$ cat src/rtl/seg_pkg.sv
// seg_pkg: shared types and segment constants for the 7-segment scan path.
// Holds the scan FSM state enum, segment patterns and a small max helper.
package seg_pkg;

  typedef enum logic [1:0] {
    IDLE,
    LOAD,
    BLANK,
    SHOW
  } state_e;

  localparam logic [7:0] SEG_BLANK = 8'h00;
  localparam logic [7:0] SEG_ERR   = 8'h79;

  localparam logic [6:0] SEG_0 = 7'h3F;
  localparam logic [6:0] SEG_1 = 7'h06;
  localparam logic [6:0] SEG_2 = 7'h5B;
  localparam logic [6:0] SEG_3 = 7'h4F;
  localparam logic [6:0] SEG_4 = 7'h66;
  localparam logic [6:0] SEG_5 = 7'h6D;
  localparam logic [6:0] SEG_6 = 7'h7D;
  localparam logic [6:0] SEG_7 = 7'h07;
  localparam logic [6:0] SEG_8 = 7'h7F;
  localparam logic [6:0] SEG_9 = 7'h6F;

  function automatic int max_int(
    input int a,
    input int b
  );
    return (a > b) ? a : b;
  endfunction

endpackage

$ cat src/rtl/seg_scan_ctrl_decode.sv
// seg7_decode: combinational BCD to 7-segment decoder, non-BCD shows "E".
// Ports: val (4b BCD), dp (decimal point) -> seg (bit7 dp, bits6..0 g..a).
module seg7_decode
  import seg_pkg::*;
(
  input  logic [3:0] val,
  input  logic       dp,
  output logic [7:0] seg
);

  logic [6:0] lo;

  always_comb begin
    lo = SEG_ERR[6:0];
    unique case (val)
      4'd0:    lo = SEG_0;
      4'd1:    lo = SEG_1;
      4'd2:    lo = SEG_2;
      4'd3:    lo = SEG_3;
      4'd4:    lo = SEG_4;
      4'd5:    lo = SEG_5;
      4'd6:    lo = SEG_6;
      4'd7:    lo = SEG_7;
      4'd8:    lo = SEG_8;
      4'd9:    lo = SEG_9;
      default: lo = SEG_ERR[6:0];
    endcase
  end

  assign seg = {dp, lo};

endmodule

$ cat src/rtl/seg_scan_ctrl.sv
// seg_scan_ctrl: frame-snapshotted, blank-gapped scanner for a shared 7-seg bus.
// Ports: clk, rst, en, digits/dp/digit_en in; sel, seg, frame_done registered out.
module seg_scan_ctrl
  import seg_pkg::*;
#(
  parameter int NUM_DIGITS   = 6,
  parameter int DWELL_CYCLES = 50,
  parameter int BLANK_CYCLES = 2,
  parameter int LZ_SUPPRESS  = 1
) (
  input  logic                    clk,
  input  logic                    rst,
  input  logic                    en,
  input  logic [4*NUM_DIGITS-1:0] digits,
  input  logic [NUM_DIGITS-1:0]   dp,
  input  logic [NUM_DIGITS-1:0]   digit_en,
  output logic [2:0]              sel,
  output logic [7:0]              seg,
  output logic                    frame_done
);

  localparam int CW =
    $clog2(max_int(DWELL_CYCLES, BLANK_CYCLES) + 1);
  localparam logic [CW-1:0] BLANK_LD = CW'(BLANK_CYCLES - 1);
  localparam logic [CW-1:0] DWELL_LD = CW'(DWELL_CYCLES - 1);

  state_e                  state_q, state_d;
  logic [CW-1:0]           cnt_q, cnt_d;
  logic [2:0]              sel_q, sel_d;
  logic [7:0]              seg_q, seg_d;
  logic                    fd_q, fd_d;
  logic [4*NUM_DIGITS-1:0] dig_q, dig_d;
  logic [NUM_DIGITS-1:0]   dpm_q, dpm_d;
  logic [NUM_DIGITS-1:0]   msk_q, msk_d;

  logic [2:0] first_idx;
  logic       first_any;
  logic [2:0] next_idx;
  logic       next_any;
  logic [3:0] cur_val;
  logic       cur_dp;
  logic       hi_zero;
  logic       lz;
  logic [7:0] dec_seg;
  logic [7:0] show_seg;

  // Lowest enabled index of the live mask, used on LOAD.
  always_comb begin
    first_idx = '0;
    first_any = 1'b0;
    for (int i = NUM_DIGITS - 1; i >= 0; i--) begin
      if (digit_en[i]) begin
        first_idx = 3'(i);
        first_any = 1'b1;
      end
    end
  end

  // Next enabled shadow index strictly above sel.
  always_comb begin
    next_idx = '0;
    next_any = 1'b0;
    for (int i = NUM_DIGITS - 1; i >= 0; i--) begin
      if (msk_q[i] && (i > int'(sel_q))) begin
        next_idx = 3'(i);
        next_any = 1'b1;
      end
    end
  end

  always_comb begin
    cur_val = '0;
    cur_dp  = 1'b0;
    hi_zero = 1'b1;
    for (int i = 0; i < NUM_DIGITS; i++) begin
      if (i == int'(sel_q)) begin
        cur_val = dig_q[4*i +: 4];
        cur_dp  = dpm_q[i];
      end
      if ((i > int'(sel_q)) && msk_q[i] &&
          (dig_q[4*i +: 4] != 4'd0)) begin
        hi_zero = 1'b0;
      end
    end
  end

  seg7_decode u_dec (
    .val (cur_val),
    .dp  (cur_dp),
    .seg (dec_seg)
  );

  // Zero with only zero enabled digits above it goes dark; dp survives.
  assign lz = (LZ_SUPPRESS != 0) && (sel_q != 3'd0) &&
              (cur_val == 4'd0) && hi_zero;

  assign show_seg = {dec_seg[7], lz ? 7'b0 : dec_seg[6:0]};

  always_comb begin
    state_d = state_q;
    cnt_d   = cnt_q;
    sel_d   = sel_q;
    seg_d   = seg_q;
    fd_d    = 1'b0;
    dig_d   = dig_q;
    dpm_d   = dpm_q;
    msk_d   = msk_q;
    if (!en) begin
      state_d = IDLE;
      sel_d   = '0;
      seg_d   = SEG_BLANK;
    end else begin
      unique case (state_q)
        IDLE: begin
          state_d = LOAD;
          seg_d   = SEG_BLANK;
        end
        LOAD: begin
          dig_d = digits;
          dpm_d = dp;
          msk_d = digit_en;
          seg_d = SEG_BLANK;
          if (first_any) begin
            state_d = BLANK;
            sel_d   = first_idx;
            cnt_d   = BLANK_LD;
          end
        end
        BLANK: begin
          seg_d = SEG_BLANK;
          if (cnt_q == '0) begin
            state_d = SHOW;
            cnt_d   = DWELL_LD;
            seg_d   = show_seg;
          end else begin
            cnt_d = cnt_q - CW'(1);
          end
        end
        SHOW: begin
          if (cnt_q == '0) begin
            seg_d = SEG_BLANK;
            if (next_any) begin
              state_d = BLANK;
              sel_d   = next_idx;
              cnt_d   = BLANK_LD;
            end else begin
              state_d = LOAD;
              fd_d    = 1'b1;
            end
          end else begin
            cnt_d = cnt_q - CW'(1);
          end
        end
        default: begin
          state_d = IDLE;
          sel_d   = '0;
          seg_d   = SEG_BLANK;
        end
      endcase
    end
  end

  always_ff @(posedge clk) begin
    if (rst) begin
      state_q <= IDLE;
      cnt_q   <= '0;
      sel_q   <= '0;
      seg_q   <= SEG_BLANK;
      fd_q    <= 1'b0;
      dig_q   <= '0;
      dpm_q   <= '0;
      msk_q   <= '0;
    end else begin
      state_q <= state_d;
      cnt_q   <= cnt_d;
      sel_q   <= sel_d;
      seg_q   <= seg_d;
      fd_q    <= fd_d;
      dig_q   <= dig_d;
      dpm_q   <= dpm_d;
      msk_q   <= msk_d;
    end
  end

  assign sel        = sel_q;
  assign seg        = seg_q;
  assign frame_done = fd_q;

endmodule
$ cat config.mk
export PLATFORM = sky130hd
export DESIGN_NAME = seg_scan_ctrl
export DESIGN_NICKNAME = d
export VERILOG_FILES = /design/src/rtl/seg_pkg.sv /design/src/rtl/seg_scan_ctrl_decode.sv /design/src/rtl/seg_scan_ctrl.sv
export SDC_FILE = /design/constraint.sdc
export NUM_CORES = 1
export LEC_CHECK = 0
export ABC_AREA = 1
export CAP_MARGIN = 20
export CORE_MARGIN = 1
export CORE_UTILIZATION = 53
export CTS_CLUSTER_SIZE = 14
export DETAILED_ROUTE_END_ITERATION = 10
export PLACE_DENSITY = 0.77
export SYNTH_ARGS = -nofsm -noshare
export SYNTH_HDL_FRONTEND = slang
export SYNTH_SLANG_ARGS = --single-unit
$ cat constraint.sdc
create_clock -name clk -period 2.9 [get_ports clk]
set_clock_uncertainty 0.15 [all_clocks]
set_input_delay 0.435 -clock clk [delete_from_list [all_inputs] [get_ports clk]]
set_output_delay 0.435 -clock clk [all_outputs]
set_load 0.01 [all_outputs]
==> reports/summary.json <==
{
  "status": "finished, final reports clean",
  "synth_top_area_frac": 0.363,
  "cts_inserted_buffers": 5,
  "route.vias.total": 2881,
  "grt_start_max_net_pins": 46,
  "synth_fp_nets": 496,
  "netlist-cell-type-count": 41,
  "m1_gr_usage": 0.316,
  "layout-drive-gt1-share": 0.0909,
  "max_cap_viol_count": 0,
  "cp_max_fo": 11,
  "wirelength_um": 6990,
  "highest_clock_rate_mhz": 396,
  "holdPathStages": 2,
  "overflow": 0,
  "start_kind": "flip-flop",
  "die-height_um": 77.6,
  "cts.path.max_buffers": 2,
  "synth.top_cells.by_count": "sky130_fd_sc_hd__nor2_1, sky130_fd_sc_hd__nand2_1, sky130_fd_sc_hd__dfxtp_1",
  "stdcell_area_sq_mm": 0.00369,
  "number_of_global_route_vias_before_repair": 2586,
  "endpoint": "seg[3]",
  "timing.slew.headroom": 0.678,
  "postSynth.asyncResetShare": 0,
  "hold_path.startpoint": "seg[4]",
  "synth_area_leader_cell": "sky130_fd_sc_hd__dfxtp_1",
  "detail-route-antenna-nets": 0,
  "clock_pin_slew_worst_setup_and_hold_paths_ps": 100,
  "cp.buffers_inverters": 2,
  "setup-violations-final": 0,
  "worst_ir_drop_on_vdd_uv": 339,
  "cpMaxStageDelayCell": "sky130_fd_sc_hd__dfxtp_1",
  "drt_via_density": 5.08,
  "detail_route.drc_violations": 0,
  "cts-htree-levels": 2,
  "globalRouteTotalUtil": 0.249,
  "grt_antenna_before_repair": 0,
  "grt_first_pass_wirelength_um": 11800,
  "std_cell_rows": 27,
  "final.period_utilization": 0.871,
  "p_leak_nw": 1.52,
  "multi_input_area_sq_mm": 0.00166,
  "area_growth_pct": 21.8,
  "worst_r2r_path_depth": 11,
  "syn_area_sq_mm": 0.00303,
  "starting_density_of_the_core": 0.551,
  "cts_setup_buffers": 0,
  "tritoncts": "built",
  "grt.met2_usage": 0.436,
  "clock_insertion_delay_worst_skew_ps": 310,
  "hold_viol": 0,
  "cts_resized": 0,
  "final_layout_setup_total_negative_slack_ps": 0,
  "regArea_sq_mm": 0.00110,
  "worst_r2r_src": "sel[0]",
  "cp_cell_sequence": "inv_2 -> nand3_2 -> o21ai_0 -> a211oi_1 -> o21a_1 -> inv_1 -> ha_1 -> or2_1 -> nand3_1 -> nand2_1 -> a21oi_2",
  "cpLargestDelayFamily": "compound AO/OA/AOI/OAI gates",
  "max_stage_delay_ps": 580,
  "chipWidth_um": 77.6,
  "post_synth.cell_area_avg_sq_um": 6.78,
  "antenna_cells": 0,
  "dp.final_hpwl_um": 5460,
  "filler_cell_count": 507,
  "post_drt_wl_per_cell_um": 12.3,
  "critical_path.reg2reg.endpoint": "seg[3]",
  "place_congestion": 0.947,
  "cts_root_buf": "sky130_fd_sc_hd__clkbuf_8",
  "gr-usage-met3": 0.0424,
  "synth_cells": 447,
  "crit_cells": 11,
  "synth.yosys.seq_area_share": 0.363,
  "finalMaxSlewViolations": 0,
  "grt_busiest_layer": "met2",
  "worst-endpoint-arrival_ps": 2620,
  "ys_dominant_reg_cell": "sky130_fd_sc_hd__dfxtp_1",
  "synth_top_cells_by_area": "sky130_fd_sc_hd__dfxtp_1, sky130_fd_sc_hd__nor2_1, sky130_fd_sc_hd__nand2_1, sky130_fd_sc_hd__o21ai_0, sky130_fd_sc_hd__inv_1",
  "tightest_slew_ps": 483,
  "synth_enable_flop_cells": 0,
  "yosys_warnings": 0,
  "powerDensity_mw_per_mm2": 450,
  "worstSetupEndpointType": "flip-flop",
  "ioPinCount": 51,
  "timing.critical_path.from": "sel[0]",
  "dpl_cell_area_sq_mm": 0.00357,
  "timing.critical_path.required_ps": 3000,
  "final_nets": 543,
  "floorplan.die_area_sq_mm": 0.00603,
  "io_buffer_count": 50,
  "dr.first_iter.drc_count": 175,
  "r2r_slack_ps": 380,
  "ys_ff_latch": 55,
  "timing_worst_setup_path_type": "reg -> reg",
  "hold_buffers": 0,
  "grt_setup_unrepaired": "false",
  "cts.sinks": 55,
  "hold_path_class": "reg -> reg",
  "detail_route.first_pass.iterations": 5,
  "core_area_sq_mm": 0.00551,
  "final_period_minus_worst_setup_slack_ps": 2520,
  "most_repeated_cell_in_the_gate_level_netlist_after_synthesis": "sky130_fd_sc_hd__nor2_1"
}
-- stage by stage --
stage / cells / setup WS (ps) / total power [mW] / hold slack (ps) / utilization
6_report: 567 / 375 / 1.66 / 320 / 0.671
3_5_place_dp: 559 / 429 / 1.14 / 309 / 0.649
3_3_place_gp: 559 / 536 / 1.14 / 302 / 0.649
2_1_floorplan: 447 / 780 / 1.04 / 280 / -
5_1_grt: 567 / 134 / 1.75 / 347 / 0.671
4_1_cts: 567 / 402 / 1.66 / 324 / 0.671
-- how the worst min path moves through the flow --
stage	endpoint	slack (ps)
global route	seg[6]	350
finish	seg[4]	320
global placement	seg[7]	300
CTS	seg[4]	320
floorplan	msk_q[5]	280
detailed placement	seg[4]	310
-- worst reg2reg max path, stage by stage (launching register included) --
cell and delay [ps]:
sky130_fd_sc_hd__dfxtp_1 580, sky130_fd_sc_hd__inv_2 200, sky130_fd_sc_hd__nand3_2 170, sky130_fd_sc_hd__o21ai_0 100, sky130_fd_sc_hd__a211oi_1 270, sky130_fd_sc_hd__o21a_1 230
sky130_fd_sc_hd__inv_1 80, sky130_fd_sc_hd__ha_1 200, sky130_fd_sc_hd__or2_1 240, sky130_fd_sc_hd__nand3_1 70, sky130_fd_sc_hd__nand2_1 60, sky130_fd_sc_hd__a21oi_2 120
-- power breakdown --
part | leakage, nW | switching (mW) | internal [mW] | total, mW
Sequential | 0.447 | 0.0281 | 0.790 | 0.818
Combinational | 1.01 | 0.172 | 0.138 | 0.310
Clock | 0.0612 | 0.254 | 0.280 | 0.534
-- state kept, by name, summed over array words and instances, names as in the netlist --
name / cells
dpm_q: 6
seg: 8
dig_q: 24
sel: 3
frame_done: 1
msk_q: 5
cnt_q: 6
state_q: 2
-- cells by family (layout without fill, tap and decap cells) --
| logic type | after synthesis | count (layout) | synth area share |
|---|---|---|---|
| XOR/XNOR | 2 | 2 | 0.00578 |
| adder cells (fa/ha/maj) | 10 | 10 | 0.0413 |
| buffers and inverters | 66 | 114 | 0.0887 |
| AND/OR/NAND/NOR | 222 | 222 | 0.333 |
| AO/OA/AOI/OAI | 92 | 92 | 0.168 |
| flip-flops | 55 | 55 | 0.363 |
-- cell usage in the layout (no fill, tap or decap), drive strengths merged, types with 2 or more instances in the layout --
master / synthesis / final
a21oi: 35 / 35
nand2: 76 / 76
o21ai: 46 / 46
o22ai: 3 / 3
dfxtp: 55 / 55
clkinv: 2 / 3
nand3: 30 / 30
clkbuf: 9 / 6
clkdlybuf4s50: 0 / 50
nor3: 4 / 4
nand4: 8 / 8
inv: 51 / 51
o21a: 2 / 2
nor2: 100 / 100
or2: 4 / 4
buf: 3 / 3
ha: 10 / 10
-- area by class of cell --
cell class / count / share of cell area
timing repair buffer: 53 / 0.142
inverter: 53 / 0.0539
clock buffer: 6 / 0.0224
multi-input combinational: 326 / 0.450
sequential: 55 / 0.298
clock inverter: 2 / 0.00949
tap: 72 / 0.0244
-- per-layer routing --
layer / share of wire / vias up
met5: 0 / -
met4: 0.012 / 0
met1: 0.46 / 1269
met2: 0.49 / 65
met3: 0.035 / 9
li1: - / 1538
Note: power is estimated with default switching activity, not from simulation.
